`config.mk`:
```
export PLATFORM = sky130hd
export DESIGN_NAME = pipe_perf_monitor
export DESIGN_NICKNAME = d
export VERILOG_FILES = /design/src/rtl/pipe_perf_monitor.sv
export SDC_FILE = /design/constraint.sdc
export NUM_CORES = 1
export LEC_CHECK = 0
export CORE_MARGIN = 2
export CORE_UTILIZATION = 55
export DETAILED_ROUTE_END_ITERATION = 12
export GPL_TIMING_DRIVEN = 0
export PLACE_DENSITY_LB_ADDON = 0.08
export SYNTH_ARGS = -nofsm -noshare
export SYNTH_HDL_FRONTEND = slang
export SYNTH_SLANG_ARGS = --single-unit
```
`constraint.sdc`:
```
create_clock -name clk -period 2.7 [get_ports clk]
set_input_delay 0.27 -clock clk [delete_from_list [all_inputs] [get_ports clk]]
set_output_delay 0.27 -clock clk [all_outputs]
set_load 0.005 [all_outputs]
```
`src/rtl/pipe_perf_monitor.sv`:
```
// Pipeline performance monitor: saturating event counters for cycles, retirements,
// per-source stalls and icache refills, read back through a registered select port.
module pipe_perf_monitor #(
  parameter int CNT_W         = 32,
  parameter int NUM_STALL_SRC = 3,
  parameter int LAT_W         = 16,
  parameter int SEL_W         = 4
) (
  input  logic                     clk,
  input  logic                     reset,
  input  logic                     enable,
  input  logic                     clear,
  input  logic [NUM_STALL_SRC-1:0] stall_req,
  input  logic                     icache_stall,
  input  logic                     retire_valid,
  input  logic [SEL_W-1:0]         rd_sel,
  output logic [CNT_W-1:0]         rd_data,
  output logic                     overflow
);

  localparam int NUM_RD = 6 + NUM_STALL_SRC;

  typedef enum logic [0:0] {
    IDLE   = 1'b0,
    REFILL = 1'b1
  } state_t;

  state_t state, state_nxt, fsm_nxt;

  logic [CNT_W-1:0] cycles, retired, any_stall, misses, refill_cyc;
  logic [CNT_W-1:0] stall_cnt [NUM_STALL_SRC];
  logic [LAT_W-1:0] cur_lat, max_lat;

  logic [CNT_W-1:0] cycles_nxt, retired_nxt, any_stall_nxt, misses_nxt, refill_cyc_nxt;
  logic [CNT_W-1:0] stall_cnt_nxt [NUM_STALL_SRC];
  logic [LAT_W-1:0] cur_lat_nxt, max_lat_nxt;
  logic             overflow_nxt;
  logic [CNT_W-1:0] rd_next;
  logic [CNT_W-1:0] rd_vec [NUM_RD];

  logic miss_ev, refill_ev, lat_start, lat_inc, lat_done;
  logic [CNT_W:0] r_cyc, r_ret, r_any, r_miss, r_refill;
  logic [CNT_W:0] r_stall [NUM_STALL_SRC];
  logic           ovf_set;

  // MSB of the result flags an increment that would have wrapped; the count then holds.
  function automatic logic [CNT_W:0] sat_inc(input logic [CNT_W-1:0] v, input logic inc);
    if (!inc) begin
      return {1'b0, v};
    end else if (&v) begin
      return {1'b1, v};
    end else begin
      return {1'b0, v + CNT_W'(1)};
    end
  endfunction

  // Refill FSM state register.
  always_ff @(posedge clk) begin
    if (!reset) begin
      state <= IDLE;
    end else begin
      state <= state_nxt;
    end
  end

  // Refill FSM next state and miss/latency event strobes.
  always_comb begin
    fsm_nxt   = state;
    miss_ev   = 1'b0;
    refill_ev = 1'b0;
    lat_start = 1'b0;
    lat_inc   = 1'b0;
    lat_done  = 1'b0;
    if (enable) begin
      case (state)
        IDLE: begin
          if (icache_stall) begin
            fsm_nxt   = REFILL;
            miss_ev   = 1'b1;
            refill_ev = 1'b1;
            lat_start = 1'b1;
          end else begin
            fsm_nxt = IDLE;
          end
        end
        REFILL: begin
          if (icache_stall) begin
            refill_ev = 1'b1;
            lat_inc   = 1'b1;
          end else begin
            fsm_nxt  = IDLE;
            lat_done = 1'b1;
          end
        end
        default: fsm_nxt = IDLE;
      endcase
    end else begin
      fsm_nxt = state;
    end
    state_nxt = clear ? IDLE : fsm_nxt;
  end

  // Post-edge counter values; clear wins over enable, and enable gates every increment.
  always_comb begin
    r_cyc    = sat_inc(cycles, enable);
    r_ret    = sat_inc(retired, enable & retire_valid);
    r_any    = sat_inc(any_stall, enable & ((|stall_req) | icache_stall));
    r_miss   = sat_inc(misses, miss_ev);
    r_refill = sat_inc(refill_cyc, refill_ev);
    ovf_set  = r_cyc[CNT_W] | r_ret[CNT_W] | r_any[CNT_W] | r_miss[CNT_W] | r_refill[CNT_W];
    for (int i = 0; i < NUM_STALL_SRC; i++) begin
      r_stall[i] = sat_inc(stall_cnt[i], enable & stall_req[i]);
      ovf_set    = ovf_set | r_stall[i][CNT_W];
    end

    if (clear) begin
      cycles_nxt     = '0;
      retired_nxt    = '0;
      any_stall_nxt  = '0;
      misses_nxt     = '0;
      refill_cyc_nxt = '0;
      for (int i = 0; i < NUM_STALL_SRC; i++) begin
        stall_cnt_nxt[i] = '0;
      end
      overflow_nxt = 1'b0;
    end else begin
      cycles_nxt     = r_cyc[CNT_W-1:0];
      retired_nxt    = r_ret[CNT_W-1:0];
      any_stall_nxt  = r_any[CNT_W-1:0];
      misses_nxt     = r_miss[CNT_W-1:0];
      refill_cyc_nxt = r_refill[CNT_W-1:0];
      for (int i = 0; i < NUM_STALL_SRC; i++) begin
        stall_cnt_nxt[i] = r_stall[i][CNT_W-1:0];
      end
      overflow_nxt = overflow | ovf_set;
    end

    if (clear) begin
      cur_lat_nxt = '0;
    end else if (lat_start) begin
      cur_lat_nxt = LAT_W'(1);
    end else if (lat_inc && !(&cur_lat)) begin
      cur_lat_nxt = cur_lat + LAT_W'(1);
    end else begin
      cur_lat_nxt = cur_lat;
    end

    if (clear) begin
      max_lat_nxt = '0;
    end else if (lat_done && (cur_lat > max_lat)) begin
      max_lat_nxt = cur_lat;
    end else begin
      max_lat_nxt = max_lat;
    end
  end

  // Readout mux over the post-edge values so rd_data trails rd_sel by exactly one edge.
  always_comb begin
    rd_vec[0] = cycles_nxt;
    rd_vec[1] = retired_nxt;
    rd_vec[2] = any_stall_nxt;
    rd_vec[3] = misses_nxt;
    rd_vec[4] = refill_cyc_nxt;
    rd_vec[5] = CNT_W'(max_lat_nxt);
    for (int i = 0; i < NUM_STALL_SRC; i++) begin
      rd_vec[6+i] = stall_cnt_nxt[i];
    end
    rd_next = '0;
    for (int i = 0; i < NUM_RD; i++) begin
      if (rd_sel == SEL_W'(i)) begin
        rd_next = rd_vec[i];
      end else begin
        rd_next = rd_next;
      end
    end
  end

  // Statistic registers and registered readout.
  always_ff @(posedge clk) begin
    if (!reset) begin
      cycles     <= '0;
      retired    <= '0;
      any_stall  <= '0;
      misses     <= '0;
      refill_cyc <= '0;
      for (int i = 0; i < NUM_STALL_SRC; i++) begin
        stall_cnt[i] <= '0;
      end
      cur_lat  <= '0;
      max_lat  <= '0;
      overflow <= 1'b0;
      rd_data  <= '0;
    end else begin
      cycles     <= cycles_nxt;
      retired    <= retired_nxt;
      any_stall  <= any_stall_nxt;
      misses     <= misses_nxt;
      refill_cyc <= refill_cyc_nxt;
      for (int i = 0; i < NUM_STALL_SRC; i++) begin
        stall_cnt[i] <= stall_cnt_nxt[i];
      end
      cur_lat  <= cur_lat_nxt;
      max_lat  <= max_lat_nxt;
      overflow <= overflow_nxt;
      rd_data  <= rd_next;
    end
  end

endmodule

```
==> metrics.csv, run 1 <==
metric,value,unit
initial antenna violation count,2,
Inserted Clock Buffers,37,
Synth Area in Compound Gates,12.7,%
count of final hold-check violations,0,
Vias,17900,
first-pass GRT wire length,98700,um
hold buffers post-CTS,0,
H-tree lvl count,2,
die height,179,um
part of the cycle the worst path needs,107,%
crit path DAT,3250,ps
CTS tree,done,
gpl congestion,1.04,
most frequent cells in the layout,"nor2_1 (338), dfxtp_1 (262), nand2_1 (144), buf_4 (120), xnor2_1 (106)",
Worst EP required,3060,ps
Mapped Area,16900,um2
largest net degree at the start of global routing,13,
failing checks,setup timing,
minimum clock period,2890,ps
Detailed Route Iter0 Violations,2404,
"most common cell after layout, fill and taps aside",nor2_1,
DRC Markers,0,
async set-reset flop share out of synthesis,0,%
core area,30400,um2
Tot Pwr,0.0105,W
Max-Cap Viols,0,
fmax,346,MHz
crit-path cells,"clkdlybuf4s50_1, clkbuf_1, nor3_2, nand2_2, clkbuf_4, a21oi_1, nor4_2, o221ai_1, a31oi_1, o31ai_2",
Rel. slew slack,32.5,%
Final ANT Viol Nets,0,
WL/cell,25.9,um
Starting Density,55.6,%
Synthesized Nets,2121,
Cell Pwr Density,476,nW/um2
Fillers,2334,
area grow syn2layout,30.3,%
CP endpoint kind,flop,
main combinational cell family by area after synthesis,simple AND/OR/NAND/NOR gates,
Pins Over Slew Limit,0,
row cnt,64,
Worst Skew,20.0,ps
synthesized-area fraction occupied by adder cells,1.85,%
# setup viols final,32,
Main synth FF type,dfxtp_1,
clk sinks,322,
simple-gate share of the synthesized area,30.3,%
Least-Margin Pin Slew,1010,ps
I/O pins,46,
warnings from Yosys,0,
Die Area,32200,um2
Die W,179,um
Non-Filler Instances,2705,
Crit Path Max Fanout,10,
post-synthesis register bit count,322,
Setup TNS,-1920,ps
Final HPWL DP,50200,um
worst skew pair latency,540,ps
Post-Syn Instances,2083,
Root Driver,clkbuf_16,
share of cells above drive strength 1,23.4,%
post-synthesis mux area share,1.31,%
unrepaired setup endpoints after global routing,true,
status,"finished, violations left",
WL final,70200,um
Seq. cell area,6570,um2
Pleak,7.44,nW
total grt overflow,0,
sequential element share of the synthesized area,38.1,%
"Largest stage delay, worst path",620,ps
Area after DPL,17800,um2
Post-Synth XOR/XNOR Area,12.7,%
drt pass-1 iters,6,
vias in the first global route,16100,
Max VDD drop,485,uV
setup ws final,-193,ps
Hold Path Class,flop to flop,
Final #Nets,2319,
register clock-pin slew on the reported worst setup and hold paths,50,ps
count of cell types in the netlist,82,
average vias per placed instance,6.62,
Crit-path slowest cell,clkdlybuf4s50_1,
post-route cell area,22000,um2
Setup CP Type,primary input to flop,
CTS max path bufs,3,
Post-Place Cells,2522,
Post-Syn Area per Cell,8.12,um2
Port Buffers,43,
multi-input combinational cell area,11700,um2
number of flops mapped to enable cells by yosys,0,
CP Launch Type,primary input,
Tot GR Track Use,41.2,%
[worst max-delay path, delay by kind of cell]
kind | cells | cell delay [ps]
buffers and inverters | 3 | 1300
AND/OR/NAND/NOR | 3 | 860
AO/OA/AOI/OAI | 4 | 800
[cell usage after synthesis (6+ instances only)]
| master | n | area share (%) |
|---|---|---|
| nor2_1 | 351 | 7.8 |
| dfxtp_1 | 322 | 38 |
| nand2_1 | 148 | 3.3 |
| xnor2_1 | 125 | 6.5 |
| xor2_1 | 119 | 6.2 |
| nand3_1 | 101 | 3.0 |
| nand4_1 | 101 | 3.7 |
| clkbuf_1 | 87 | 1.9 |
| o21ai_0 | 78 | 2.3 |
| and3_1 | 69 | 2.6 |
| a21oi_1 | 58 | 1.7 |
| and2_1 | 50 | 1.8 |
| nor3_1 | 43 | 1.3 |
| nor4_1 | 41 | 1.5 |
| inv_1 | 40 | 0.89 |
| and4_1 | 32 | 1.7 |
| o22ai_1 | 30 | 1.1 |
| ha_1 | 25 | 1.8 |
| o221ai_1 | 25 | 1.3 |
| mux2i_1 | 21 | 1.2 |
| a31oi_1 | 20 | 0.74 |
| a211oi_1 | 12 | 0.53 |
| or3_1 | 12 | 0.44 |
| nand2b_1 | 10 | 0.37 |
| o221a_2 | 10 | 0.67 |
| or4_1 | 10 | 0.44 |
| nor2b_1 | 8 | 0.30 |
| nor4b_1 | 8 | 0.41 |
| o31ai_1 | 8 | 0.35 |
| o21a_1 | 7 | 0.31 |
| a2bb2oi_1 | 6 | 0.31 |
| a311oi_1 | 6 | 0.31 |
| o211ai_1 | 6 | 0.27 |
[where the power goes]
group          internal (W)  switching (W)
registers           0.00476      0.0000155
clock network       0.00309        0.00205
logic              0.000172       0.000407
[logic make-up (layout without fill, tap and decap cells)]
| kind of cell | after synthesis | after routing |
|---|---|---|
| AOI/OAI and AO/OA | 317 | 317 |
| xor gates and xnor gates | 245 | 245 |
| adders and majority gates | 25 | 25 |
| buffers and inverters | 135 | 359 |
| DFF | 322 | 322 |
| muxes | 22 | 22 |
| other | 0 | 1 |
| and+or+nand+nor | 1017 | 1018 |
[flip-flops by register name, summed over array words and instances (netlist names)]
register    count
stall_cnt      96
cur_lat        16
any_stall      32
retired        32
misses         32
overflow        1
refill_cyc     32
rd_data        32
cycles         32
state           1
max_lat        16
[repair_timing]
action                                  4_1_cts  5_1_grt
cloned                                        1        1
buffers inserted                             56       68
endpoints found under the setup margin      225      107
pin swaps                                    57       82
resized for setup                           289      211
[metal layers]
| layer | routed length, um | up-vias | GRT usage (%) |
|---|---|---|---|
| met2 | 30300 | 1188 | 63.2 |
| met1 | 26400 | 8547 | 52.9 |
| met5 | 0 | - | 0 |
| met3 | 7660 | 308 | 8.73 |
| met4 | 5710 | 0 | 25.7 |
| li1 | - | 7877 | - |
[final cells by class]
cell class,instances,area share [%]
Tap cell,396,2.25
Sequential cell,322,29.8
Multi-Input combinational cell,1627,53.3
Antenna cell,1,0.0114
Clock buffer,58,5.34
Inverter,40,0.681
Buffer,85,1.90
Clock inverter,8,0.312
Timing Repair Buffer,168,6.42
[final timing paths]
path                       to  slack, ps  depth (start not counted)              from
max                rd_data[4]       -190                         10         rd_sel[1]
min          stall_cnt[0][65]        520                          2  stall_cnt[0][65]
max reg2reg       rd_data[17]       -180                         11     any_stall[28]
min reg2reg  stall_cnt[0][65]        520                          2  stall_cnt[0][65]
[through the flow]
step	hold slack, ps	utilization (%)	setup WS, ps
after floorplan	392	-	137
after global placement	479	58.6	-1770
after detailed placement	499	58.6	-1750
after CTS	506	68.1	-75.5
after global routing	539	72.4	-263
final	517	72.4	-193
Power figures use the tool's default switching activity.
==> inputs of run 2 (changes only) <==
CORE_UTILIZATION = 56   (was 55)
==> run 2 against run 1 <==
Effect of this change:
- the flow still finishes with violations (setup timing)
- first-iteration DRC count decreased by 3.2%
- critical path type is now flop to flop
- final cell count is 1.1% lower
- power decreased by 2.3%
- clock skew fell by 1.2 ps
- sequential power barely moved
- utilization rose by 0.79 points
- setup slack got worse by 110 ps
- clock power down 4.3%
==> metrics.csv, run 2 (synthesized netlist as in run 1, its figures left out) <==
metric,value,unit
Tot Pwr,0.0102,W
CP Launch Type,flop,
area grow syn2layout,28.6,%
Comb pwr share,5.5,%
Cell Pwr Density,471,nW/um2
Root Driver,clkbuf_16,
crit-path cells,"inv_1, ha_1, nand4_1, nor4_4, a21boi_2, o41a_1, buf_6, mux2i_4, o31ai_4, o31a_1, o32a_1",
"most common cell after layout, fill and taps aside",nor2_1,
average vias per placed instance,6.76,
share of cells above drive strength 1,22.9,%
Starting Density,56.9,%
largest net degree at the start of global routing,13,
fmax,333,MHz
unrepaired setup endpoints after global routing,true,
WL/cell,26.3,um
DP Worst Slack,-1810,ps
register clock-pin slew on the reported worst setup and hold paths,60,ps
I/O pins,46,
first-pass GRT wire length,99200,um
setup ws final,-307,ps
CP endpoint kind,flop,
Die Area,31600,um2
"Largest stage delay, worst path",410,ps
Sw Pwr,0.00249,W
drt pass-1 iters,6,
crit path DAT,3420,ps
Pleak,7.26,nW
Final HPWL DP,49800,um
most flop-heavy register,stall_cnt,
Detailed Route Iter0 Violations,2326,
Crit Path Max Fanout,5,
Least-Margin Pin Slew,1150,ps
worst skew pair latency,540,ps
Port Buffers,43,
Final ANT Viol Nets,0,
most frequent cells in the layout,"nor2_1 (336), dfxtp_1 (256), nand2_1 (143), buf_4 (102)",
CTS max path bufs,3,
Fillers,2155,
Setup CP Type,flop to flop,
Hold Path Class,flop to flop,
# setup viols final,39,
Worst Skew,18.8,ps
WL final,70300,um
part of the power in registers,46.6,%
count of final hold-check violations,0,
core area,29700,um2
Clock Power Share,48.0,%
Vias,18100,
Hold WS,516,ps
gpl congestion,1.10,
Die W,178,um
Pint,0.00776,W
max reg flops,96,
DRC Markers,0,
Max-Cap Viols,0,
Pins Over Slew Limit,0,
initial antenna violation count,1,
minimum clock period,3010,ps
vias in the first global route,16200,
Worst EP required,3110,ps
status,"finished, violations left",
CTS tree,done,
Tot GR Track Use,42.0,%
H-tree lvl count,2,
Inserted Clock Buffers,37,
part of the cycle the worst path needs,111,%
clk sinks,322,
total grt overflow,0,
row cnt,63,
reg2reg setup slack,-310,ps
die height,178,um
Max VDD drop,642,uV
Final #Nets,2295,
post-route cell area,21800,um2
Area after DPL,17800,um2
Crit-path slowest cell,nor4_4,
failing checks,setup timing,
switch share,24.3,%
Rel. slew slack,22.7,%
## run 2: path summary, 6_finish.rpt
kind                   start           to  cells after the start
setup reg to reg  max_lat[4]  rd_data[15]                     11
setup / recovery  max_lat[4]  rd_data[15]                     11
hold / removal     cycles[0]    cycles[0]                      2
hold reg to reg    cycles[0]    cycles[0]                      2
## run 2: cell type report
class / count / area (um2) / area share, %
clock inverters: 8 / 52.6 / 0.241
repair buffers: 146 / 1230 / 5.65
plain buffers: 84 / 415 / 1.91
inverters: 40 / 150 / 0.690
well taps: 390 / 488 / 2.24
multi-input cells: 1626 / 11700 / 53.9
clock buffers: 57 / 1110 / 5.12
diodes: 2 / 5.00 / 0.0230
flip-flops and latches: 322 / 6580 / 30.2
## run 2: power groups by stage
| stage | Sequential, W | Combinational [W] | Clock (W) |
|---|---|---|---|
| after floorplan | 0.00489 | 0.000240 | 0 |
| after detailed placement | 0.00489 | 0.000472 | 0 |
| after global routing | 0.00477 | 0.000570 | 0.00507 |
| after global placement | 0.00489 | 0.000471 | 0 |
| after CTS | 0.00479 | 0.000504 | 0.00488 |
| final | 0.00477 | 0.000560 | 0.00492 |
## run 2: stage by stage
| stage | cells | TNS, ps | util (%) |
|---|---|---|---|
| CTS | 2623 | -227 | 68.7 |
| detailed placement | 2516 | -206970 | 60.0 |
| finish | 2675 | -4240 | 73.2 |
| floorplan | 2083 | 0 | - |
| global route | 2674 | -5890 | 73.2 |
| global placement | 2516 | -201530 | 60.0 |
## run 2: repair_timing
action	CTS	global route
buffers inserted	51	49
setup endpoints to repair	210	126
gates cloned	1	2
pin swaps	46	85
resized for setup	245	257
hold buffers	0	0
## run 2: worst max-delay path: cells and delay by family (launching register included)
kind,cells,cell delay [ps]
AO/OA/AOI/OAI,5,1110
adder cells (fa/ha/maj),1,260
buffers and inverters,2,220
flip-flops,1,340
multiplexers,1,320
AND/OR/NAND/NOR,2,620
## run 2: layer usage
metal  GRT usage, %  wire length, um  share of wire (%)
met1           52.9            26100                 37
met2           64.5            30900                 44
met3           9.00             7450                 11
met4           28.3             5950                8.5
met5              0                0                  0
==> inputs of run 3 (changes only) <==
CORE_UTILIZATION = 40   (was 56)
==> run 3 against run 2 <==
Effect of this change:
- the run still ends with setup timing left
- flip-flop and latch count stayed put
- die area rose by 39%
- clock power up 11%
- wire length rose by 2.2%
- clock skew is 1.2 ps lower
- final cell count up 6.1%
- count of clock-buffer cells in the layout fell by 7
- power grew 5.6%
- sequential power barely moved
- critical endpoint unchanged
- largest cell class unchanged
==> metrics.csv, run 3 (synthesized netlist as in run 1, its figures left out) <==
metric,value,unit
Seq. cell area,6590,um2
crit-path cells,"ha_4, nand4_1, nor4_4, a21boi_2, o41a_1, buf_6, mux2i_4, o31ai_4, o31a_1, o32a_1",
total grt overflow,0,
Final ANT Viol Nets,0,
Setup CP Type,flop to flop,
Setup TNS,-1340,ps
worst skew pair latency,570,ps
Tot GR Track Use,31.9,%
WL/cell,25.3,um
Worst Skew,17.6,ps
vias in the first global route,16100,
kind of cell adding the most delay to the critical path,compound AO/OA/AOI/OAI gates,
Root Driver,clkbuf_16,
Starting Density,40.4,%
I/O pins,46,
reg2reg setup slack,-210,ps
Fillers,3892,
first-pass GRT wire length,104000,um
gpl congestion,1.04,
area grow syn2layout,32.2,%
most flop-heavy register,stall_cnt,
most frequent cells in the layout,"nor2_1 (335), dfxtp_1 (255), nand2_1 (144), buf_4 (107), xnor2_1 (104)",
Least-Margin Pin Slew,945,ps
average vias per placed instance,6.05,
clk sinks,322,
largest net degree at the start of global routing,14,
CP endpoint kind,flop,
CP Launch Type,flop,
Rel. slew slack,37.0,%
failing checks,setup timing,
part of the cycle the worst path needs,108,%
drt pass-1 iters,5,
crit path DAT,3350,ps
Max-Cap Viols,0,
Detailed Route Iter0 Violations,1719,
row cnt,75,
Max VDD drop,441,uV
"Buf+Inv Stages, Crit Path",1,
status,"finished, violations left",
Hold WS,511,ps
CTS tree,done,
# setup viols final,19,
Final #Nets,2309,
CTS max path bufs,3,
Pins Over Slew Limit,0,
"most common cell after layout, fill and taps aside",nor2_1,
Die Area,44000,um2
Inserted Clock Buffers,39,
hold buffers post-CTS,0,
core area,41900,um2
Crit Path Max Fanout,7,
die height,210,um
Tot Pwr,0.0108,W
setup ws final,-215,ps
unrepaired setup endpoints after global routing,true,
multi-input combinational cell area,11900,um2
Vias,17200,
DRC Markers,0,
fmax,343,MHz
Port Buffers,43,
Worst EP required,3140,ps
register clock-pin slew on the reported worst setup and hold paths,60,ps
Antenna Diode Count,0,
share of cells above drive strength 1,24.4,%
H-tree lvl count,2,
Die W,210,um
minimum clock period,2910,ps
Hold Path Class,flop to flop,
WL final,71900,um
Cell Pwr Density,484,nW/um2
Final HPWL DP,53500,um
max reg flops,96,
"Largest stage delay, worst path",380,ps
count of final hold-check violations,0,
Pleak,7.43,nW
initial antenna violation count,3,
Crit-path slowest cell,dfxtp_4,
-- run 3: cell count changes in the layout (fill, tap and decap cells not counted), moves of 6 or more --
cell      change
clkbuf_1      -6
buf_6         +7
o21ai_0       -7
clkinv_2      +8
-- run 3: stage by stage --
stage	setup slack (ps)	utilization, %	cell area (um2)	cells
2_1_floorplan	137	-	16900	2083
3_3_place_gp	-1970	43.1	18000	2665
5_1_grt	-274	53.4	22400	2838
6_report	-215	53.4	22400	2838
3_5_place_dp	-1890	43.1	18000	2665
4_1_cts	-133	50.2	21000	2786
-- run 3: worst paths after layout --
path                    startpoint          endpoint  cells past startpoint
setup / recovery        cur_lat[5]       rd_data[15]                     10
hold / removal    stall_cnt[0][65]  stall_cnt[0][65]                      2
setup reg to reg        cur_lat[5]       rd_data[15]                     10
hold reg to reg   stall_cnt[0][65]  stall_cnt[0][65]                      2
-- run 3: area by class of cell --
class,instances,share of cell area [%]
plain buffers,83,1.84
multi-input cells,1626,53.2
flip-flops and latches,322,29.4
inverters,40,0.671
clock buffers,50,4.83
clock inverters,19,1.01
well taps,539,3.02
repair buffers,159,6.01
-- run 3: power breakdown --
| group | total (W) | switching [W] | internal [W] | leakage, nW |
|---|---|---|---|---|
| Sequential | 0.00477 | 0.0000152 | 0.00475 | 2.64 |
| Clock | 0.00548 | 0.00218 | 0.00330 | 0.650 |
| Combinational | 0.000577 | 0.000408 | 0.000168 | 4.14 |
| Total | 0.0108 | 0.00260 | 0.00822 | 7.43 |
-- run 3: layer usage --
layer	GRT usage [%]	wire (um)	vias to the layer above
met5	0	12	-
met3	5.87	6130	201
li1	-	-	7855
met4	17.3	4420	2
met1	41.6	29100	8272
met2	50.0	32200	843
-- run 3: tightest hold or removal path: cells and delay by family (launching register included) --
kind	cells	cell delay (ps)
flops	1	330
compound gates	1	70
simple gates	1	60
-- run 3: timing repair --
action,4_1_cts,5_1_grt
pin swaps,55,89
cloned,1,1
setup buffers,58,59
endpoints found under the setup margin,196,89
gates resized for setup,308,239
==> variant 1 (flow settings as in run 2) <==
The parameter `SEL_W` goes from 4 to 3.
--- a/src/rtl/pipe_perf_monitor.sv
+++ b/src/rtl/pipe_perf_monitor.sv
@@ -4,7 +4,7 @@
   parameter int CNT_W         = 32,
   parameter int NUM_STALL_SRC = 3,
   parameter int LAT_W         = 16,
-  parameter int SEL_W         = 4
+  parameter int SEL_W         = 3
 ) (
   input  logic                     clk,
   input  logic                     reset,
Ports: changed (resized rd_sel); port bits go from 46 to 45. The function was not compared with the original's and may differ.
==> variant 1 against run 2 <==
The flow still finishes with violations (negative setup slack); sequential power barely moved; total power rose by 4.0%; non-clock buffer count fell by 12; area after synthesis fell by 1.8%; final area fell by 2.4%; wire length fell by 7.4%; setup slack improved by 0.18 ns; sequential cell count did not move; highest routed layer is now met5.
==> variant 1: results <==
[outcome]
violations = negative setup slack
outcome = finished, violations left

[setup_path]
crit_arrival_ns = 3.22
rr_worst_depth = 10
crit_path_top_delay_cell = or4_4
reg2reg_from = stall_cnt[0][24]
cp_slowest_stage_delay_ns = 0.63

[routing]
drt-vias-per-instance = 6.51
highest_layer = met5
drt_iter0_markers = 2222

[layout]
multi_input_cells = 1593
final-clk-cell-share_pct = 5.97
bufAreaShareNonClock_pct = 7.42

[placed_design]
hpwl_um = 46500
post-place-ws_ns = -1.53

[grt]
grt_max_degree = 14
grt_util_met2_pct = 60.6
grt_use_met3_pct = 9.80

[power_and_ir_drop]
p_clk_share_pct = 49.2
sw_frac_of_total_pct = 23.2

[logic_synthesis]
syn-instance-count = 2044
seq_area_frac_synth_pct = 38.8

[sta]
worst_hold_slack_ns = 0.331
worst_slew_pin_slew_ns = 1.21
finalSetupViolCount = 23
fin_ws_ns = -0.130

[worst_hold_path]
holdPathStages = 3
==> variant 1: changes by cell type after synthesis, sizes merged, moves of 13 or more <==
| cell | before | now |
|---|---|---|
| nor2 | 351 | 373 |
| clkbuf | 87 | 72 |
| or3 | 13 | 28 |
| nand4 | 102 | 79 |
| and3 | 70 | 44 |
| nor4 | 43 | 30 |
| nor3 | 43 | 59 |
| nand3 | 101 | 117 |
==> variant 1: kinds of logic (layout without fill, tap and decap cells) <==
logic type,Yosys count,in the layout
AOI/OAI and AO/OA,300,300
adders and majority gates,25,25
other,0,2
and+or+nand+nor,1011,1011
buffers and inverters,129,325
DFF,322,322
xor gates and xnor gates,235,235
muxes,22,22
==> variant 1: worst max-delay path by stage <==
stage	to	cells past startpoint
after floorplan	rd_data[11]	11
after global placement	rd_data[25]	10
after detailed placement	rd_data[25]	10
after CTS	rd_data[6]	10
after global routing	rd_data[6]	9
final	rd_data[5]	10
==> variant 2 (flow settings as in run 2) <==
Without the edit above. `rd_data` no longer has a reset.
--- a/src/rtl/pipe_perf_monitor.sv
+++ b/src/rtl/pipe_perf_monitor.sv
@@ -189,7 +189,6 @@
       cur_lat  <= '0;
       max_lat  <= '0;
       overflow <= 1'b0;
-      rd_data  <= '0;
     end else begin
       cycles     <= cycles_nxt;
       retired    <= retired_nxt;
@@ -202,8 +201,11 @@
       cur_lat  <= cur_lat_nxt;
       max_lat  <= max_lat_nxt;
       overflow <= overflow_nxt;
-      rd_data  <= rd_next;
-    end
+    end
+  end
+
+  always_ff @(posedge clk) begin
+    rd_data <= rd_next;
   end
 
 endmodule
Formal check against the unedited RTL: not equivalent (a bounded check fails within 4 cycles, from zero or initial values and one cycle with reset low).
==> variant 2 against run 2 <==
The run still ends with negative setup slack left; final area fell by 3.0%; sequential cell count did not move; setup slack improved by 0.12 ns; die area fell by 3.4%; hold slack got worse by 0.096 ns; wire length fell by 14%; count of clock-buffer cells in the layout fell by 1; area after synthesis fell by 3.5%; cell count fell by 2.8%; total power rose by 6.2%; combinational power fell by 6.2%; critical path type unchanged; largest power group unchanged; highest routed layer is now met5.
==> variant 2: results <==
[worst_hold_path]
min-delay-start = enable
worstHoldEndpoint = state
min_path_type = primary input to register

[logic_synthesis]
seq_area_frac_synth_pct = 39.5
synthTopCellsByArea = dfxtp_1 (39%), nor2_1 (9.4%), xor2_1 (7.2%)
synth_nets = 2056
ys_top_cells_by_count = nor2_1 (407), dfxtp_1 (322), nand2_1 (149)

[power_and_ir_drop]
p_leak_nw = 6.98
ir_drop_mv = 0.689

[sta]
finalSetupViolCount = 16
tns_ns = -1.66
fin_ws_ns = -0.187
worst_slew_pin_slew_ns = 1.06
fin_skew_ns = 0.0138

[placed_design]
hpwl_um = 43400
port_buffers = 42
postPlaceCellArea_um2 = 17200

[routing]
vias = 16100
finalWirelength_um = 60500

[outcome]
violations = negative setup slack
outcome = finished, violations left

[setup_path]
reg2reg_from = max_lat[6]
crit_path_top_delay_cell = dfxtp_2
rr_endpoint = rd_data[0]
cp_slowest_stage_delay_ns = 0.35

[grt]
grt.total_usage_pct = 38.0
grt_max_degree = 14
grt_pass1_vias = 15400
grt_first_pass_wirelength_um = 89100

[layout]
drive_above_1_share_pct = 23.1
finalNetCount = 2224
-- variant 2: changes by cell type after synthesis, sizes merged, moves of 15 or more --
cell           run 2  this run
nor2             351       407
and3              70        55
xor2             120       135
clkbuf            87        72
nor4              43        14
nand4            102        61
-- variant 2: cell type report --
class / count / area, µm²
antenna: 1 / 2.50
buffer: 70 / 293
clock buffer: 56 / 1180
clock inverter: 11 / 190
fill: 2163 / 7590
inverter: 43 / 161
multi-input combinational: 1574 / 11100
sequential: 322 / 6560
tap: 384 / 480
timing repair buffer: 138 / 1180
-- variant 2: tightest hold or removal path: cells and delay by family --
kind | cells | cell delay [ns]
buffers and inverters | 1 | 0.24
and+or+nand+nor | 1 | 0.28
AOI/OAI and AO/OA | 1 | 0.10
-- variant 2: cell families after synthesis --
family | after synthesis | synth area share, %
AOI/OAI and AO/OA | 297 | 11.9
xor gates and xnor gates | 249 | 13.4
adders and majority gates | 25 | 1.92
buffers and inverters | 122 | 2.87
DFF | 322 | 39.5
muxes | 16 | 0.989
and+or+nand+nor | 987 | 29.5
-- variant 2: where the power goes --
| part | leakage (nW) | internal [mW] | total, mW | switching, mW |
|---|---|---|---|---|
| Sequential | 2.64 | 4.77 | 4.78 | 0.0151 |
| Clock | 0.676 | 3.50 | 5.57 | 2.08 |
| Combinational | 3.67 | 0.163 | 0.525 | 0.362 |
-- variant 2: worst max path at each step --
stage             endpoint         start  slack, ns
2_1_floorplan  rd_data[31]        enable       0.09
3_3_place_gp   rd_data[13]  icache_stall      -1.53
3_5_place_dp   rd_data[13]  icache_stall      -1.50
4_1_cts         rd_data[3]    retired[1]      -0.18
5_1_grt         rd_data[0]   cur_lat[12]      -0.27
6_report        rd_data[0]    max_lat[6]      -0.19
-- variant 2: timing repair --
action                                  CTS  global route
endpoints found under the setup margin  106           120
gates resized for setup                 254           201
pin swaps                                65            76
hold buffers                              0             0
setup buffers                            56            40
-- variant 2: through the flow --
stage / hold WS, ns / cells / worst slack, ns
5_1_grt: 0.435 / 2598 / -0.266
4_1_cts: 0.375 / 2559 / -0.177
6_report: 0.420 / 2599 / -0.187
3_3_place_gp: 0.515 / 2444 / -1.53
3_5_place_dp: 0.529 / 2444 / -1.50
2_1_floorplan: 0.392 / 2018 / 0.0892
-- variant 2: per-layer routing --
metal,GRT usage (%),up-vias,share of wire [%]
met5,0,-,0.021
met4,22.0,2,6.6
met3,6.96,243,8.7
met2,61.4,831,46
met1,47.6,7704,39
li1,-,7352,-
